`src/rtl/discrete_output_driver.sv`:
```
// rtl/discrete_output_driver.sv - per-channel discrete output driver with dwell enforcement and readback checking
module discrete_output_driver #(
  parameter int                        NUMBER_SIGNALS      = 4,
  parameter int                        CLOCK_PERIOD_NS     = 20,
  parameter int                        MIN_DWELL_NS        = 500_000,
  parameter int                        READBACK_TIMEOUT_NS = 100_000,
  parameter logic [NUMBER_SIGNALS-1:0] SAFE_STATE          = '1
) (
  input  logic                      clk_i,
  input  logic                      reset_i,
  input  logic [NUMBER_SIGNALS-1:0] command_i,
  input  logic [NUMBER_SIGNALS-1:0] readback_i,
  input  logic [NUMBER_SIGNALS-1:0] fault_clear_i,
  output logic [NUMBER_SIGNALS-1:0] outputs_o,
  output logic [NUMBER_SIGNALS-1:0] busy_o,
  output logic [NUMBER_SIGNALS-1:0] fault_o
);

  localparam int DWELL = MIN_DWELL_NS / CLOCK_PERIOD_NS;
  localparam int TMO   = READBACK_TIMEOUT_NS / CLOCK_PERIOD_NS;
  localparam int DW    = (DWELL < 1) ? 1 : $clog2(DWELL + 1);
  localparam int CW    = (TMO < 1) ? 1 : $clog2(TMO + 1);

  localparam logic [DW-1:0] DWELL_C = DW'(DWELL);
  localparam logic [CW-1:0] TMO_C   = CW'(TMO);

  typedef enum logic [1:0] {
    IDLE       = 2'd0,
    WAIT_DWELL = 2'd1,
    SWITCH     = 2'd2,
    FAULT      = 2'd3
  } state_e;

  for (genvar g = 0; g < NUMBER_SIGNALS; g++) begin : g_ch
    state_e          state_q, state_d;
    logic            out_q, out_d;
    logic [DW-1:0]   dwell_q, dwell_d, dwell_inc;
    logic [CW-1:0]   chk_q, chk_d, chk_inc;
    logic            dwell_ok, cmd_diff, rb_match;

    always_comb begin
      dwell_inc = (dwell_q == DWELL_C) ? dwell_q : dwell_q + 1'b1;
      chk_inc   = (chk_q == TMO_C) ? chk_q : chk_q + 1'b1;
      dwell_ok  = (dwell_q >= DWELL_C);
      cmd_diff  = (command_i[g] != out_q);
      rb_match  = (readback_i[g] == out_q);
      state_d   = state_q;
      out_d     = out_q;
      dwell_d   = dwell_inc;
      chk_d     = chk_q;

      case (state_q)
        IDLE: begin
          if (cmd_diff) begin
            chk_d = '0;
            if (dwell_ok) begin
              out_d   = ~out_q;
              state_d = SWITCH;
            end else begin
              state_d = WAIT_DWELL;
            end
          end else if (!rb_match) begin
            // A steady line whose readback disagrees long enough is treated as stuck.
            chk_d = chk_inc;
            if (chk_inc >= TMO_C) begin
              state_d = FAULT;
              out_d   = SAFE_STATE[g];
              chk_d   = '0;
            end
          end else begin
            chk_d = '0;
          end
        end
        WAIT_DWELL: begin
          if (!cmd_diff) begin
            state_d = IDLE;
          end else if (dwell_ok) begin
            out_d   = ~out_q;
            chk_d   = '0;
            state_d = SWITCH;
          end
        end
        SWITCH: begin
          if (rb_match) begin
            chk_d   = '0;
            state_d = IDLE;
          end else begin
            chk_d = chk_inc;
            if (chk_inc >= TMO_C) begin
              state_d = FAULT;
              out_d   = SAFE_STATE[g];
              chk_d   = '0;
            end
          end
        end
        FAULT: begin
          out_d = SAFE_STATE[g];
          chk_d = '0;
          if (fault_clear_i[g]) begin
            state_d = IDLE;
          end
        end
        default: begin
          state_d = IDLE;
          out_d   = SAFE_STATE[g];
        end
      endcase

      // Any edge on the line, or leaving FAULT, restarts the dwell window.
      if ((out_d != out_q) || (state_q == FAULT && state_d == IDLE)) begin
        dwell_d = '0;
      end
    end

    always_ff @(posedge clk_i) begin
      if (reset_i) begin
        state_q <= IDLE;
        out_q   <= SAFE_STATE[g];
        dwell_q <= '0;
        chk_q   <= '0;
      end else begin
        state_q <= state_d;
        out_q   <= out_d;
        dwell_q <= dwell_d;
        chk_q   <= chk_d;
      end
    end

    assign outputs_o[g] = out_q;
    assign busy_o[g]    = (state_q == WAIT_DWELL) || (state_q == SWITCH);
    assign fault_o[g]   = (state_q == FAULT);
  end

endmodule

```
`config.mk`:
```
export PLATFORM = sky130hd
export DESIGN_NAME = discrete_output_driver
export DESIGN_NICKNAME = d
export VERILOG_FILES = /design/src/rtl/discrete_output_driver.sv
export SDC_FILE = /design/constraint.sdc
export NUM_CORES = 1
export LEC_CHECK = 0
export ABC_AREA = 1
export CORE_MARGIN = 3
export CORE_UTILIZATION = 67
export DETAILED_ROUTE_END_ITERATION = 12
export PLACE_DENSITY = 0.91
export SYNTH_ARGS = -nofsm -noshare
export SYNTH_HDL_FRONTEND = slang
export SYNTH_SLANG_ARGS = --single-unit
```
`constraint.sdc`:
```
create_clock -name clk_i -period 7 [get_ports clk_i]
set_clock_uncertainty 0.2 [all_clocks]
set_input_delay 1.4 -clock clk_i [delete_from_list [all_inputs] [get_ports clk_i]]
set_output_delay 1.4 -clock clk_i [all_outputs]
set_load 0.01 [all_outputs]
```
==> results by group <==
Outcome
  – Outcome: finished clean

Logic synthesis
  – Register area share after synthesis: 31.02%
  – Synth top area cells: dfxtp_1, nand2_1, inv_1
  – Yosys warnings: 0
  – Seq cells post-synth: 124
  – Post-synth cell types: 44
  – Most common cell in the netlist: nand2_1
  – Area fraction of the dominant cell type after synthesis: 31.02%
  – Number of synthesized flops with an enable pin: 0
  – Syn nets: 1221
  – Most frequent cells after synthesis: nand2_1, inv_1, dfxtp_1
  – Post-synthesis average cell area: 6.811 um2
  – Area leader, netlist: dfxtp_1
  – Post-Synthesis Cells: 1175
  – Post-synth ARST share: 0%
  – Top_reg_cell synth: dfxtp_1
  – Post-synthesis cell area: 8003 um2

Critical path
  – CP cell instances: clkdlybuf4s50_1, nor2_1, nor2_1, a21oi_1, nor2_1, nand3_1, a21oi_1
  – CP max-delay cell: nor2_1
  – Crit path to: g_ch[0].chk_q[7]
  – R2R depth: 12
  – Crit start category: input port
  – Crit path buf inv count: 1
  – WP data required: 7.16 ns
  – Kind of end point of the critical path: flop
  – Stages on worst setup path: 7
  – Critical Path Start: command_i[0]
  – Crit path kind: input port to flop
  – FF-to-FF End: g_ch[2].chk_q[7]
  – FF-to-FF Start: g_ch[2].chk_q[0]
  – Critical path arrival: 3.66 ns
  – Peak per-stage delay on the critical path: 0.67 ns
  – CP dominant cell by count: nor2_1
  – Max Fanout on Critical Path: 13
  – Flop-to-flop setup slack: 4.26 ns
  – CP top delay family: simple AND/OR/NAND/NOR gates

Power
  – P per Cell Area: 317.0 nW/um2
  – Clock share of power: 30.3%
  – Switching power: 1.125 mW
  – Sequential power share: 32.0%
  – Peak supply drop: 287.7 uV
  – Logic pwr share: 37.8%
  – Int Power: 1.685 mW
  – Pleak: 3.638 nW
  – Sw Share: 40.02%

Timing
  – Post-layout min period: 3.503 ns
  – Final setup fails: 0
  – Final Max Tran Viols: 0
  – Setup tns final: 0 ns
  – Worst setup margin: 3.497 ns
  – Fmax: 285.5 MHz
  – Final-report hold violation count: 0
  – Unrepaired setup endpoints after global routing: no
  – Slew HR: 37.44%
  – Final Cycle Share: 50.04%
  – Slew at the pin closest to its max-slew limit: 0.9384 ns

Placed design
  – GPL Wtd Cong: 0.9104
  – Port-buffer cells: 25
  – Worst slack, placed: 3.071 ns
  – DP Wirelength: 11380 um

Floorplan
  – # rows: 39
  – Die span in x: 115.3 um
  – Io pins: 26
  – Die area: 13290 um2
  – Die H: 115.3 um
  – Initial Util: 69.20%
  – Core region area: 11560 um2

Clock network
  – Max Root-Sink Buffers: 2
  – Total CTS buffers: 17
  – Hold_buf cts: 0
  – Insertion delay to the later sink of the worst-skew pair: 0.43 ns
  – Htree depth: 4
  – PostCTS Resize Cnt: 0
  – CTS tree: done
  – Post-CTS Setup Bufs: 0
  – CTS root buffer: clkbuf_16
  – TritonCTS Sinks: 124
  – Clk slew on worst S/H paths: 0.06 ns

Finish
  – Diode count: 0
  – Reg area: 2482 um2
  – Layout area overhead: 10.76%
  – Layout cells sized above 1: 9.429%
  – Final #Nets: 1244
  – # fillers: 835
  – Multi-input combinational cell area: 4751 um2

Route
  – Number of nets with antenna violations after routing: 0
  – DR pass1 iterations: 6
  – Total wire length: 16490 um
  – Starting DRT DRC Count: 458
  – Drc violations: 0
  – Via density: 5.399
  – WL/cell: 12.20 um
  – Via Count: 7300

Global routing
  – Pin count of the biggest net entering global routing: 45
  – Tot GR Track Use: 26.21%
  – Vias in the first global route: 6784
  – Gr ovfl total: 0
  – Initial antenna violation count: 0
  – Global-route wire length before repair: 28780 um

Run
  – Max Cap Viol: 0

Hold path
  – HP Class: flop to flop
-- layout by cell type, fill, tap and decap left out, types with 5 or more instances in the layout --
cell type        Yosys  layout
nor2_1             110     110
nor3_2               8       8
nor4_1              10      10
nand2_2             15      15
ha_1                32      32
a21oi_1             64      64
clkbuf_16            0      17
o21ai_0             37      37
clkdlybuf4s50_1      0      25
nor2_2              24      24
or2_2                7       7
nand2_1            289     289
xnor2_1             16      16
nor3_1              27      27
clkinv_2             0       5
dfxtp_1            124     124
nand3_1             79      79
nor2_4              14      14
inv_1              162     162
xor2_1              62      62
nand4_1             26      26
-- flip-flops by register name, summed over array words and instances, names as in the netlist --
signal	flops
g_ch.chk_q	52
g_ch.dwell_q	60
g_ch.out_q	4
g_ch.state_q	8
-- metal layers --
metal	share of wire, %	global-route usage (%)
met1	46	32.38
met2	48	44.52
met3	4.5	5.737
met4	2.0	10.25
met5	0	0
-- metrics by stage --
stage                     util (%)  power, mW  area (um2)  instances  hold slack, ns
after floorplan                  -      1.773        8003       1175          0.2437
after detailed placement     71.74      1.950        8297       1322          0.2552
after global placement       71.74      1.929        8297       1322          0.2512
after global routing         76.64      3.015        8864       1352          0.2817
after CTS                    76.64      2.813        8864       1352          0.2634
final                        76.64      2.810        8864       1352          0.2650
-- tightest hold or removal path, stage by stage, from the launching register on --
cell     delay (ns)
dfxtp_1        0.31
nand2_1        0.06
a21oi_1        0.05
-- cell families (layout without fill, tap and decap cells) --
logic type	count (synthesis)	after routing	synth area share (%)
AND/OR/NAND/NOR	624	624	36.62
buffers and inverters	188	222	9.615
flip-flops	124	124	31.02
AO/OA/AOI/OAI	123	123	8.302
XOR/XNOR	80	80	8.943
adder cells (fa/ha/maj)	32	32	5.003
multiplexers	4	4	0.5003
-- power by group through the flow --
stage / combinational, mW / clock, mW / sequential, mW
after floorplan: 0.891 / 0 / 0.882
after global placement: 1.02 / 0 / 0.905
after detailed placement: 1.04 / 0 / 0.909
after CTS: 1.06 / 0.856 / 0.896
after global routing: 1.22 / 0.887 / 0.911
final: 1.06 / 0.851 / 0.898
-- how the worst min path moves through the flow --
| stage | slack [ns] | to | start | cells after the start |
|---|---|---|---|---|
| after floorplan | 0.24 | g_ch[0].chk_q[12] | g_ch[0].chk_q[12] | 2 |
| after global routing | 0.28 | g_ch[0].chk_q[11] | g_ch[0].chk_q[11] | 2 |
| final | 0.26 | g_ch[0].chk_q[11] | g_ch[0].chk_q[11] | 2 |
| after CTS | 0.26 | g_ch[0].chk_q[11] | g_ch[0].chk_q[11] | 2 |
| after global placement | 0.25 | g_ch[0].chk_q[11] | g_ch[0].chk_q[11] | 2 |
| after detailed placement | 0.26 | g_ch[0].chk_q[11] | g_ch[0].chk_q[11] | 2 |
-- cell type report --
type	count	area share [%]
clock buffers	22	5.350
clock inverters	8	1.045
inverters	165	6.988
multi-input cells	863	53.60
flip-flops and latches	124	28.01
well taps	143	2.019
repair buffers	27	2.993
No activity file was read; power rests on OpenSTA's default activity.
